[src/rtl/editor_hora_bcd.sv]
// Time editor for the RTC: turns debounced button levels into BCD hh:mm:ss edits and
// issues one write strobe when programming mode ends. Optional auto-repeat: AUTOREPETICION_EN.
module editor_hora_bcd #(
    parameter int RETARDO_REP = 50_000_000,
    parameter int PERIODO_REP = 10_000_000
) (
    input  logic       clk,
    input  logic       reset,
    input  logic       modo_prog,
    input  logic       aumento,
    input  logic       disminuye,
    input  logic       derecha,
    input  logic       izquierda,
    input  logic [7:0] hora_in,
    input  logic [7:0] min_in,
    input  logic [7:0] seg_in,
    output logic [7:0] hora,
    output logic [7:0] min,
    output logic [7:0] seg,
    output logic [1:0] campo_sel,
    output logic       editando,
    output logic       escribir,
    output logic [1:0] estado_dbg
);

    // No handshake: buttons are levels, escribir is a one-cycle strobe the bus side must take.
    typedef enum logic [1:0] {
        INACTIVO = 2'd0,
        EDITAR   = 2'd1,
        ESCRIBIR = 2'd2
    } estado_t;

    estado_t estado, estado_sig;

    logic prev_aum, prev_dis, prev_der, prev_izq;
    logic pulso_aum, pulso_dis, pulso_der, pulso_izq;
    logic act_aum, act_dis;
    logic edicion;
    logic [7:0] campo_val, campo_max, campo_nuevo;

    if (RETARDO_REP < 1 || PERIODO_REP < 1) begin : g_chk_param
        $error("RETARDO_REP and PERIODO_REP must be positive");
    end

    function automatic logic [7:0] bcd_inc(input logic [7:0] v, input logic [7:0] maximo);
        if (v == maximo)          return 8'h00;
        else if (v[3:0] == 4'd9)  return {v[7:4] + 4'd1, 4'd0};
        else                      return {v[7:4], v[3:0] + 4'd1};
    endfunction

    function automatic logic [7:0] bcd_dec(input logic [7:0] v, input logic [7:0] maximo);
        if (v == 8'h00)           return maximo;
        else if (v[3:0] == 4'd0)  return {v[7:4] - 4'd1, 4'd9};
        else                      return {v[7:4], v[3:0] - 4'd1};
    endfunction

    // Units digit valid and whole value within range implies the tens digit is valid too.
    function automatic logic [7:0] bcd_limpio(input logic [7:0] v, input logic [7:0] maximo);
        if ((v[3:0] <= 4'd9) && (v <= maximo)) return v;
        else                                   return 8'h00;
    endfunction

    assign pulso_aum = aumento   & ~prev_aum;
    assign pulso_dis = disminuye & ~prev_dis;
    assign pulso_der = derecha   & ~prev_der;
    assign pulso_izq = izquierda & ~prev_izq;

    assign edicion = (estado == EDITAR) && modo_prog;

`ifdef AUTOREPETICION_EN
    localparam int CMAX = (RETARDO_REP > PERIODO_REP) ? RETARDO_REP : PERIODO_REP;
    localparam int CW   = $clog2(CMAX + 1);

    logic [CW-1:0] rep_cnt, rep_meta;
    logic          rep_periodo, rep_pulso, solo_uno;

    // rep_cnt counts cycles since the last action; 0 means no repeat in progress.
    assign solo_uno  = aumento ^ disminuye;
    assign rep_meta  = rep_periodo ? CW'(PERIODO_REP) : CW'(RETARDO_REP);
    assign rep_pulso = edicion && solo_uno && (rep_cnt != '0) && (rep_cnt == rep_meta);

    always_ff @(posedge clk) begin
        if (reset || !(edicion && solo_uno)) begin
            rep_cnt     <= '0;
            rep_periodo <= 1'b0;
        end else if (aumento ? pulso_aum : pulso_dis) begin
            rep_cnt     <= CW'(1);
            rep_periodo <= 1'b0;
        end else if (rep_pulso) begin
            rep_cnt     <= CW'(1);
            rep_periodo <= 1'b1;
        end else if (rep_cnt != '0) begin
            rep_cnt     <= rep_cnt + CW'(1);
        end
    end

    assign act_aum = pulso_aum | (rep_pulso & aumento);
    assign act_dis = pulso_dis | (rep_pulso & disminuye);
`else
    assign act_aum = pulso_aum;
    assign act_dis = pulso_dis;
`endif

    always_comb begin
        campo_val = hora;
        campo_max = 8'h23;
        case (campo_sel)
            2'd1:    begin campo_val = min; campo_max = 8'h59; end
            2'd2:    begin campo_val = seg; campo_max = 8'h59; end
            default: begin campo_val = hora; campo_max = 8'h23; end
        endcase
        campo_nuevo = act_aum ? bcd_inc(campo_val, campo_max) : bcd_dec(campo_val, campo_max);
    end

    always_comb begin
        estado_sig = estado;
        case (estado)
            INACTIVO: if (modo_prog)  estado_sig = EDITAR;
            EDITAR:   if (!modo_prog) estado_sig = ESCRIBIR;
            ESCRIBIR: estado_sig = INACTIVO;
            default:  estado_sig = INACTIVO;
        endcase
    end

    always_ff @(posedge clk) begin
        if (reset) begin
            estado   <= INACTIVO;
            prev_aum <= 1'b0;
            prev_dis <= 1'b0;
            prev_der <= 1'b0;
            prev_izq <= 1'b0;
        end else begin
            estado   <= estado_sig;
            prev_aum <= aumento;
            prev_dis <= disminuye;
            prev_der <= derecha;
            prev_izq <= izquierda;
        end
    end

    always_ff @(posedge clk) begin
        if (reset) begin
            hora      <= 8'h00;
            min       <= 8'h00;
            seg       <= 8'h00;
            campo_sel <= 2'd0;
        end else if (estado == INACTIVO && modo_prog) begin
            hora      <= bcd_limpio(hora_in, 8'h23);
            min       <= bcd_limpio(min_in, 8'h59);
            seg       <= bcd_limpio(seg_in, 8'h59);
            campo_sel <= 2'd0;
        end else if (edicion) begin
            // Value edit targets the field selected before this cycle's field move.
            if (act_aum ^ act_dis) begin
                case (campo_sel)
                    2'd0:    hora <= campo_nuevo;
                    2'd1:    min  <= campo_nuevo;
                    2'd2:    seg  <= campo_nuevo;
                    default: ;
                endcase
            end
            if (pulso_der && !pulso_izq)
                campo_sel <= (campo_sel == 2'd2) ? 2'd0 : campo_sel + 2'd1;
            else if (pulso_izq && !pulso_der)
                campo_sel <= (campo_sel == 2'd0) ? 2'd2 : campo_sel - 2'd1;
        end
    end

    assign editando   = (estado == EDITAR);
    assign escribir   = (estado == ESCRIBIR);
    assign estado_dbg = estado;

endmodule

[config.mk]
export PLATFORM = sky130hd
export DESIGN_NAME = editor_hora_bcd
export DESIGN_NICKNAME = d
export VERILOG_FILES = /design/src/rtl/editor_hora_bcd.sv
export SDC_FILE = /design/constraint.sdc
export NUM_CORES = 1
export LEC_CHECK = 0
export CELL_PAD_IN_SITES_DETAIL_PLACEMENT = 1
export CELL_PAD_IN_SITES_GLOBAL_PLACEMENT = 2
export CORE_MARGIN = 2
export CORE_UTILIZATION = 27
export CTS_CLUSTER_SIZE = 8
export DETAILED_ROUTE_END_ITERATION = 10
export GPL_ROUTABILITY_DRIVEN = 0
export PLACE_DENSITY_LB_ADDON = 0.3
export SYNTH_ARGS = -nofsm -noshare
export SYNTH_HDL_FRONTEND = slang
export SYNTH_SLANG_ARGS = --single-unit
[constraint.sdc]
create_clock -name clk -period 3.1 [get_ports clk]
set_clock_uncertainty 0.2 [all_clocks]
set_input_delay 0.62 -clock clk [delete_from_list [all_inputs] [get_ports clk]]
set_output_delay 0.62 -clock clk [all_outputs]
set_load 0.01 [all_outputs]
==> results of run 1 <==
kinds of logic (layout without fill, tap and decap cells):
logic type	after synthesis	in the layout
AO/OA/AOI/OAI	104	104
XOR/XNOR	4	4
adder cells (fa/ha/maj)	12	12
buffers and inverters	27	102
flip-flops	32	32
multiplexers	5	5
AND/OR/NAND/NOR	101	101
final cells by class:
cell class,count,area (um2),share of cell area [%]
clock buffers,7,86.3,2.67
clock inverters,1,7.51,0.233
inverters,10,37.5,1.16
multi-input cells,226,1540,47.8
flip-flops and latches,32,643,19.9
well taps,105,131,4.07
repair buffers,84,781,24.2
path summary, 6_finish.rpt:
check / from / end / cells after the start / slack [ns]
worst min-delay path: seg[7]$_SDFFE_PP0P_ / seg[7]$_SDFFE_PP0P_ / 2 / 0.32
worst max-delay path: campo_sel[0]$_SDFFE_PP0P_ / hora[3]$_SDFFE_PP0P_ / 11 / 0.18
worst max register to register: campo_sel[0]$_SDFFE_PP0P_ / hora[3]$_SDFFE_PP0P_ / 11 / 0.18
worst min register to register: seg[7]$_SDFFE_PP0P_ / seg[7]$_SDFFE_PP0P_ / 2 / 0.32
state kept, by name, summed over array words and instances, names as in the netlist:
register / flops
min: 8
hora: 8
seg: 8
prev_dis: 1
prev_aum: 1
prev_izq: 1
estado_dbg: 2
prev_der: 1
campo_sel: 2
cell usage after synthesis, types with 4 or more instances:
cell and number:
a311oi_1 4, buf_2 5, a211oi_1 7, nor2_1 32
a21oi_1 29, a22oi_1 7, nor2b_1 9, nand3_1 5
nand4_1 4, inv_1 9, ha_1 12, dfxtp_1 32
nand2_1 33, buf_4 4, a31oi_1 9, o21ai_0 12
a211oi_2 4, nand2b_1 4, clkbuf_1 6
repair_timing:
action	CTS	global route
endpoints found under the hold margin	0	0
endpoints found under the setup margin	0	20
gates resized for setup	0	13
critical path, delay by kind of cell (launching register included):
| kind | cells | cell delay (ns) |
|---|---|---|
| compound gates | 5 | 1.15 |
| buf+inv | 3 | 0.47 |
| flops | 1 | 0.39 |
| simple gates | 1 | 0.05 |
| fa+ha+maj | 2 | 0.55 |
where the power goes:
group          internal (mW)  total (mW)  switching, mW
Clock                  0.180       0.345          0.164
Sequential             0.440       0.473         0.0328
Combinational          0.237       0.501          0.264
Total                  0.858        1.32          0.461
layer usage:
metal	routed length (um)	vias to the layer above	global-route usage, %
met5	0	-	0
met4	175	0	5.71
met3	329	15	3.24
met2	3620	64	29.9
met1	4120	1167	26.7
li1	-	1192	-
==> flow_metrics.py, run 1 <==
metrics = {
    "layout": {
        "layoutNonFillerInstCount": 465,
        "final_cell_mix": "clkdlybuf4s50_1, nand2_1, nor2_1",
        "post-route-util_pct": 39.5,
        "drive_gt1_share_pct": 16.1,
        "syn2layout_area_growth_pct": 42.8,
        "fin_nets": 402,
        "fillers": 978,
        "final_cell_area_um2": 3230,
        "layout_commonest_cell": "clkdlybuf4s50_1",
        "antenna_cells": 0,
    },
    "synth": {
        "synthMuxAreaShare_pct": 2.82,
        "syn_inst": 285,
        "synth_edf_count": 0,
        "synth.avg_cell_area_um2": 7.93,
        "synth-xor-area-share_pct": 1.55,
        "ys_top_cells_by_area": "dfxtp_1, ha_1, a21oi_1, nand2_1, nor2_1",
        "synth_top_area_share_pct": 28.3,
        "syn_nets": 328,
        "yosys_warnings": 0,
        "yosys.area_share.adder_pct": 6.64,
        "async_reset_ff_share_pct": 0,
        "synth_top_family_by_area": "compound AO/OA/AOI/OAI gates",
        "ys_seq_area_share_pct": 28.3,
        "synth_top_area_cell": "dfxtp_1",
        "synth_compound_area_share_pct": 32.3,
        "yosys.area_share.simple_pct": 22.2,
        "ys_ff_latch": 32,
        "ys.flop_type": "dfxtp_1",
        "yosysUniqueCellTypes": 53,
        "synth_area_um2": 2260,
    },
    "die": {
        "initial_core_util_pct": 27.7,
        "die_x_um": 95.5,
        "dieHeight_um": 95.5,
        "dieArea_um2": 9120,
        "fp-row-count": 33,
        "coreArea_um2": 8180,
        "io_pins": 61,
    },
    "critical_path": {
        "startpoint_type": "register",
        "cpMostUsedCell": "buf_4",
        "slowest_stage": "o32a_1",
        "path_cells": "inv_1, ha_4, buf_4, nor2_1, a21o_1, ha_1, buf_4, o21ai_0, a21oi_1, o32a_1, a311oi_1",
        "max_stage_delay_ns": 0.41,
        "path_class": "reg -> reg",
        "worstPathMaxFanout": 10,
        "worstSetupEndpointType": "register",
        "cp.arrival_ns": 2.90,
        "required_ns": 3.08,
    },
    "power": {
        "p_leak_nw": 1.16,
        "p_per_area_nw_per_um2": 409,
        "vdd_drop_max_v": 0.000138,
        "total_power_mw": 1.32,
    },
    "clock_tree": {
        "clk_latency_ns": 0.29,
        "cts-htree-levels": 2,
        "cts_tree": "built",
        "root_buffer": "clkbuf_8",
        "cts_made_buffers": 5,
        "ctsHoldBuffers": 0,
        "cts_buffer_depth": 2,
        "cts_setup_buffers": 0,
        "numClockSinks": 32,
        "clk_pin_slew_ns": 0.07,
    },
    "global_route": {
        "grt_start_max_net_pins": 17,
        "track_usage_pct": 19.1,
        "grt_pass1_wl_um": 13200,
        "gr-total-overflow": 0,
        "grt_pass1_vias": 2490,
        "antenna_found_initial": 0,
    },
    "route": {
        "post_drt_via_cell_ratio": 5.24,
        "totalWireLength_um": 8240,
        "wl_per_cell_um": 17.7,
        "ant_nets": 0,
        "vias": 2438,
        "post-route-drc-count": 0,
        "dr.pass1.iters": 4,
        "dr.first_iter.drc_count": 65,
    },
    "timing": {
        "max_slew_margin_pct": 55.9,
        "tns_ns": 0,
        "finalCritPeriodShare_pct": 94.0,
        "fmax_mhz": 343,
        "fin_crit_ns": 2.92,
        "setup_viol": 0,
        "hold_viol": 0,
        "fin_ws_ns": 0.185,
        "worst_slew_pin_slew_ns": 0.659,
        "maxSlewViolCount": 0,
        "whs_ns": 0.323,
    },
    "placed_design": {
        "io_buffers": 60,
        "pre_cts_ws_ns": 0.0499,
        "postPlaceCellArea_um2": 3070,
        "dp_cells": 457,
        "dpl.hpwl_um": 6620,
    },
    "status": {
        "status": "complete, no violations",
    },
    "job": {
        "cap_violations": 0,
    },
    "min_path": {
        "worstHoldPathType": "reg -> reg",
    },
}
Power figures use the tool's default switching activity.
==> run 2: changes to the inputs <==
- ABC_AREA: unset -> 1
- CORE_UTILIZATION: 27 -> 28
- CTS_BUF_LIST: unset -> sky130_fd_sc_hd__clkbuf_8
==> run 2 against run 1 <==
Net effect: clock power up 31%; combinational power up 15%; routed wire length up 2.3%; final area up 3.7%; critical endpoint is now hora[5]$_SDFFE_PP0P_; largest power group unchanged.
==> flow_metrics.py, run 2 <==
metrics = {
    "clock_tree": {
        "numClockSinks": 32,
        "cts_tree": "built",
        "cts_buffer_depth": 2,
        "root_buffer": "clkbuf_8",
        "clk_latency_ns": 0.29,
        "cts_made_buffers": 5,
        "cts_setup_buffers": 0,
        "cts-htree-levels": 2,
        "clk_pin_slew_ns": 0.08,
    },
    "layout": {
        "syn2layout_area_growth_pct": 33.7,
        "fin_nets": 457,
        "drive_gt1_share_pct": 19.8,
        "fillers": 1101,
        "final_cell_area_um2": 3350,
        "reg.largest.list": "hora: 8 flops, min: 8 flops, seg: 8 flops",
        "antenna_cells": 0,
        "layout_commonest_cell": "nand2_1",
        "layoutNonFillerInstCount": 523,
        "final_cell_mix": "nand2_1, clkdlybuf4s50_1, inv_1",
    },
    "timing": {
        "hold_viol": 0,
        "rsz0062_at_grt": "false",
        "fmax_mhz": 358,
        "finalCritPeriodShare_pct": 90.2,
        "fin_crit_ns": 2.80,
        "tns_ns": 0,
        "worst_slew_pin_slew_ns": 0.502,
        "maxSlewViolCount": 0,
        "max_slew_margin_pct": 66.2,
        "setup_viol": 0,
    },
    "global_route": {
        "grt_start_max_net_pins": 18,
        "grt_pass1_vias": 2660,
        "antenna_found_initial": 0,
        "gr-total-overflow": 0,
        "track_usage_pct": 18.1,
        "grt_pass1_wl_um": 14100,
    },
    "synth": {
        "synthTopCellsByCount": "nand2_1, inv_1, dfxtp_1",
        "synth_area_um2": 2500,
        "yosys_warnings": 0,
        "synth_top_area_cell": "dfxtp_1",
        "ys_seq_area_share_pct": 25.6,
        "synth_top_area_share_pct": 25.6,
        "ys.flop_type": "dfxtp_1",
        "async_reset_ff_share_pct": 0,
        "synth.avg_cell_area_um2": 7.13,
        "synth_edf_count": 0,
        "ys_ff_latch": 32,
        "syn_inst": 351,
        "yosysUniqueCellTypes": 39,
        "synth.most_common_cell": "nand2_1",
        "syn_nets": 394,
        "ys_top_cells_by_area": "dfxtp_1, nand2_1, o21ai_0, ha_1, a21oi_2",
    },
    "route": {
        "totalWireLength_um": 8430,
        "post_drt_via_cell_ratio": 4.76,
        "dr.pass1.iters": 4,
        "vias": 2489,
        "ant_nets": 0,
        "post-route-drc-count": 0,
        "dr.first_iter.drc_count": 62,
        "wl_per_cell_um": 16.1,
    },
    "status": {
        "status": "complete, no violations",
    },
    "placed_design": {
        "dp_cells": 515,
        "io_buffers": 60,
        "dpl.hpwl_um": 6950,
        "postPlaceCellArea_um2": 3210,
    },
    "power": {
        "p_per_area_nw_per_um2": 447,
        "vdd_drop_max_v": 0.000206,
        "p_leak_nw": 1.46,
    },
    "min_path": {
        "worstHoldPathType": "reg -> reg",
    },
    "critical_path": {
        "required_ns": 3.12,
        "cpMostUsedCell": "nand2_1",
        "worstPathMaxFanout": 9,
        "worstSetupEndpointType": "register",
        "cp_top_family": "simple AND/OR/NAND/NOR gates",
        "cp.arrival_ns": 2.81,
        "slowest_stage": "ha_1",
        "startpoint_type": "register",
        "max_stage_delay_ns": 0.41,
        "path_cells": "inv_1, ha_1, nand2_1, nand2_1, nand2_1, nand2_2, inv_1, ha_1, inv_1, nand4_1, nand2_1, nand2_1, nand2_1, nand2_1, nand2_1, nand2_2, a21oi_2",
        "cp_num_buf_inv": 3,
        "path_class": "reg -> reg",
    },
    "die": {
        "fp-row-count": 34,
        "coreArea_um2": 8680,
        "initial_core_util_pct": 28.8,
        "dieHeight_um": 98.5,
        "dieArea_um2": 9710,
        "die_x_um": 98.5,
        "io_pins": 61,
    },
    "job": {
        "cap_violations": 0,
    },
}
## run 2: changes by cell type in the layout (fill, tap and decap cells not counted), moves of 5 or more
cell and change:
nand3_1 +15, nor2b_1 -9, a31oi_1 -8, o21ai_0 +19
inv_2 +6, a21oi_2 +15, nand3_4 +5, nand2_1 +40
or2_2 +5, buf_4 -18, inv_1 +26, nand2_2 +13
nor2_1 -16, a22oi_1 -7
## run 2: routing by layer
metal  up-vias  wire, um  track usage (%)
met2        41      4010             30.8
met3         6       215             2.27
met1      1160      4120             24.2
met4         0        90             4.95
met5         -         0                0
li1       1282         -                -
## run 2: cells by family after synthesis
logic type / count (synthesis) / share of synthesized area [%]
simple gates: 162 / 36.5
buf+inv: 55 / 9.85
compound gates: 88 / 21.3
xor+xnor: 2 / 0.700
fa+ha+maj: 12 / 6.00
flops: 32 / 25.6
## run 2: final timing paths
check,startpoint,endpoint,slack [ns],depth (start not counted)
max reg2reg,campo_sel[0]$_SDFFE_PP0P_,hora[5]$_SDFFE_PP0P_,0.30,17
min,seg[2]$_SDFFE_PP0P_,seg[2]$_SDFFE_PP0P_,0.34,2
max,campo_sel[0]$_SDFFE_PP0P_,hora[5]$_SDFFE_PP0P_,0.30,17
min reg2reg,seg[2]$_SDFFE_PP0P_,seg[2]$_SDFFE_PP0P_,0.34,2
## run 2: stage by stage
| stage | power [mW] | hold WS [ns] | setup WS (ns) | util, % |
|---|---|---|---|---|
| finish | 1.50 | 0.341 | 0.304 | 38.6 |
| global route | 1.60 | 0.376 | 0.0223 | 38.6 |
| CTS | 1.51 | 0.346 | 0.126 | 38.5 |
| detailed placement | 1.06 | 0.332 | 0.168 | 37.0 |
| global placement | 1.05 | 0.341 | 0.213 | 37.0 |
| floorplan | 0.854 | 0.347 | 0.398 | - |
## run 2: repair_timing
item | 4_1_cts | 5_1_grt
gates resized for setup | 0 | 3
hold buffers | 0 | 0
setup endpoints to repair | 0 | 18
## run 2: cell type report
class                      instances  area [um2]  share of cell area (%)
tap                              108         135                    4.04
sequential                        32         641                    19.1
timing repair buffer              66         646                    19.3
inverter                          45         176                    5.27
clock buffer                       7        96.3                    2.88
clock inverter                     1        30.0                   0.897
multi-input combinational        264        1620                    48.5
## run 2: worst reg2reg max path, cell delays in order, from the launching register on
cell     delay [ns]
dfxtp_1        0.34
inv_1          0.14
ha_1           0.41
nand2_1        0.11
nand2_1        0.08
nand2_1        0.09
nand2_2        0.17
inv_1          0.13
ha_1           0.28
inv_1          0.09
nand4_1        0.10
nand2_1        0.10
nand2_1        0.05
nand2_1        0.05
nand2_1        0.05
nand2_1        0.11
nand2_2        0.10
a21oi_2        0.12
## run 2: where the power goes
group | total [mW] | internal [mW] | leakage [nW] | switching (mW)
Clock | 0.451 | 0.284 | 0.0645 | 0.167
Sequential | 0.470 | 0.441 | 0.263 | 0.0293
Combinational | 0.575 | 0.232 | 1.13 | 0.342
Total | 1.50 | 0.957 | 1.46 | 0.538
==> run 3: changes to the inputs <==
- ABC_AREA: 1 -> unset
- SKIP_CTS_REPAIR_TIMING: unset -> 1
==> run 3 against run 2 <==
Net effect: flip-flop and latch count unchanged; clock power down 33%; worst hold slack worse by 0.031 ns; combinational power down 11%; worst setup slack worse by 0.088 ns; die area down 9.3%; power down 14%; global-route usage up 0.41 points.
==> flow_metrics.py, run 3 (synthesis results as in run 1) <==
metrics = {
    "clock_tree": {
        "cts_tree": "built",
        "clk_latency_ns": 0.28,
        "numClockSinks": 32,
        "cts_made_buffers": 5,
        "clk_pin_slew_ns": 0.07,
        "cts_buffer_depth": 2,
        "cts-htree-levels": 2,
        "root_buffer": "clkbuf_8",
    },
    "layout": {
        "syn2layout_area_growth_pct": 44.1,
        "fin_nets": 408,
        "reg.largest.list": "hora: 8 flops, min: 8 flops, seg: 8 flops",
        "antenna_cells": 0,
        "final_cell_mix": "clkdlybuf4s50_1, nand2_1, nor2_1",
        "drive_gt1_share_pct": 17.8,
        "layout_commonest_cell": "clkdlybuf4s50_1",
        "post-route-util_pct": 41.9,
    },
    "die": {
        "coreArea_um2": 7770,
        "initial_core_util_pct": 29.1,
        "dieHeight_um": 93.9,
        "fp-row-count": 32,
        "dieArea_um2": 8810,
        "die_x_um": 93.9,
        "io_pins": 61,
    },
    "critical_path": {
        "path_cells": "inv_1, ha_2, buf_4, a22o_1, mux2i_4, nand4_1, o21ai_2, o22ai_1, buf_4, o221a_2",
        "r2r-start": "campo_sel[0]$_SDFFE_PP0P_",
        "cpMostUsedCell": "buf_4",
        "cp_num_buf_inv": 3,
        "cp_top_family": "compound AO/OA/AOI/OAI gates",
        "r2r-end": "hora[5]$_SDFFE_PP0P_",
        "worstSetupEndpointType": "register",
        "r2r_slack_ns": 0.22,
        "path_class": "reg -> reg",
        "max_stage_delay_ns": 0.37,
        "startpoint_type": "register",
        "worstPathMaxFanout": 7,
        "reg2reg_depth": 10,
        "slowest_stage": "dfxtp_1",
        "required_ns": 3.07,
        "cp.arrival_ns": 2.85,
    },
    "timing": {
        "rsz0062_at_grt": "false",
        "finalCritPeriodShare_pct": 93.0,
        "max_slew_margin_pct": 59.9,
        "whs_ns": 0.311,
        "fin_crit_ns": 2.88,
        "worst_slew_pin_slew_ns": 0.599,
        "fmax_mhz": 347,
        "tns_ns": 0,
        "setup_viol": 0,
        "hold_viol": 0,
        "maxSlewViolCount": 0,
    },
    "global_route": {
        "gr-total-overflow": 0,
        "antenna_found_initial": 0,
        "grt_start_max_net_pins": 34,
        "grt_pass1_vias": 2398,
        "track_usage_pct": 18.5,
        "grt_pass1_wl_um": 12700,
    },
    "route": {
        "totalWireLength_um": 8030,
        "dr.first_iter.drc_count": 116,
        "wl_per_cell_um": 17.2,
        "ant_nets": 0,
        "post_drt_via_cell_ratio": 5.21,
        "post-route-drc-count": 0,
        "dr.pass1.iters": 4,
        "vias": 2431,
    },
    "min_path": {
        "hold_depth": 2,
        "whs_endpoint": "seg[7]$_SDFFE_PP0P_",
        "worstHoldPathType": "reg -> reg",
        "hp-start": "seg[7]$_SDFFE_PP0P_",
    },
    "job": {
        "cap_violations": 0,
    },
    "power": {
        "vdd_drop_max_v": 0.000149,
        "total_power_mw": 1.29,
        "p_leak_nw": 1.19,
        "p_per_area_nw_per_um2": 395,
    },
    "status": {
        "status": "complete, no violations",
    },
    "placed_design": {
        "io_buffers": 60,
        "dpl.hpwl_um": 6390,
    },
}
run 3: changes by cell type in the layout (fill, tap and decap cells not counted), sizes merged, moves of 9 or more:
cell | previous run | this run
inv | 44 | 11
or2 | 10 | 1
a21oi | 44 | 30
o21ai | 37 | 14
nand2 | 91 | 33
nor2 | 21 | 32
nand3 | 27 | 6
buf | 6 | 30
a31oi | 1 | 10
nor2b | 0 | 9
run 3: worst reg2reg max path, delay by kind of cell (launching register included):
family,cells,cell delay [ns]
compound gates,4,1.02
buf+inv,3,0.46
flops,1,0.37
fa+ha+maj,1,0.26
mux,1,0.26
simple gates,1,0.21
run 3: per-layer routing:
metal	routed length [um]	global-route usage [%]	up-vias
met5	0	0	-
li1	-	-	1208
met2	3760	30.7	62
met1	3800	24.9	1150
met3	331	2.89	11
met4	137	5.07	0
run 3: worst max path at each step:
stage / startpoint / endpoint / slack (ns) / cells past startpoint
final: campo_sel[0]$_SDFFE_PP0P_ / hora[5]$_SDFFE_PP0P_ / 0.22 / 10
after global routing: campo_sel[1]$_SDFFE_PP0P_ / min[6]$_SDFFE_PP0P_ / 0.05 / 14
after CTS: campo_sel[1]$_SDFFE_PP0P_ / hora[5]$_SDFFE_PP0P_ / 0.02 / 9
after detailed placement: campo_sel[1]$_SDFFE_PP0P_ / hora[5]$_SDFFE_PP0P_ / 0.05 / 9
after global placement: campo_sel[0]$_SDFFE_PP0P_ / hora[5]$_SDFFE_PP0P_ / 0.12 / 10
after floorplan: campo_sel[0]$_SDFFE_PP0P_ / hora[5]$_SDFFE_PP0P_ / 0.20 / 11
run 3: cell type report:
type / count / area [um2]
Fill cell: 956 / 4510
Clock buffer: 5 / 68.8
Timing Repair Buffer: 90 / 842
Clock inverter: 2 / 8.76
Inverter: 10 / 37.5
Multi-Input combinational cell: 226 / 1530
Tap cell: 102 / 128
Sequential cell: 32 / 642
run 3: through the flow:
stage | instances | instance area, um2 | setup WS, ns
after floorplan | 285 | 2260 | 0.196
after global placement | 460 | 3130 | 0.124
after detailed placement | 460 | 3130 | 0.0503
after CTS | 467 | 3200 | 0.0173
after global routing | 467 | 3260 | 0.0460
final | 467 | 3260 | 0.216
run 3: power by group:
group	switching (mW)	internal, mW
clock network	0.153	0.149
registers	0.0320	0.441
logic	0.265	0.246
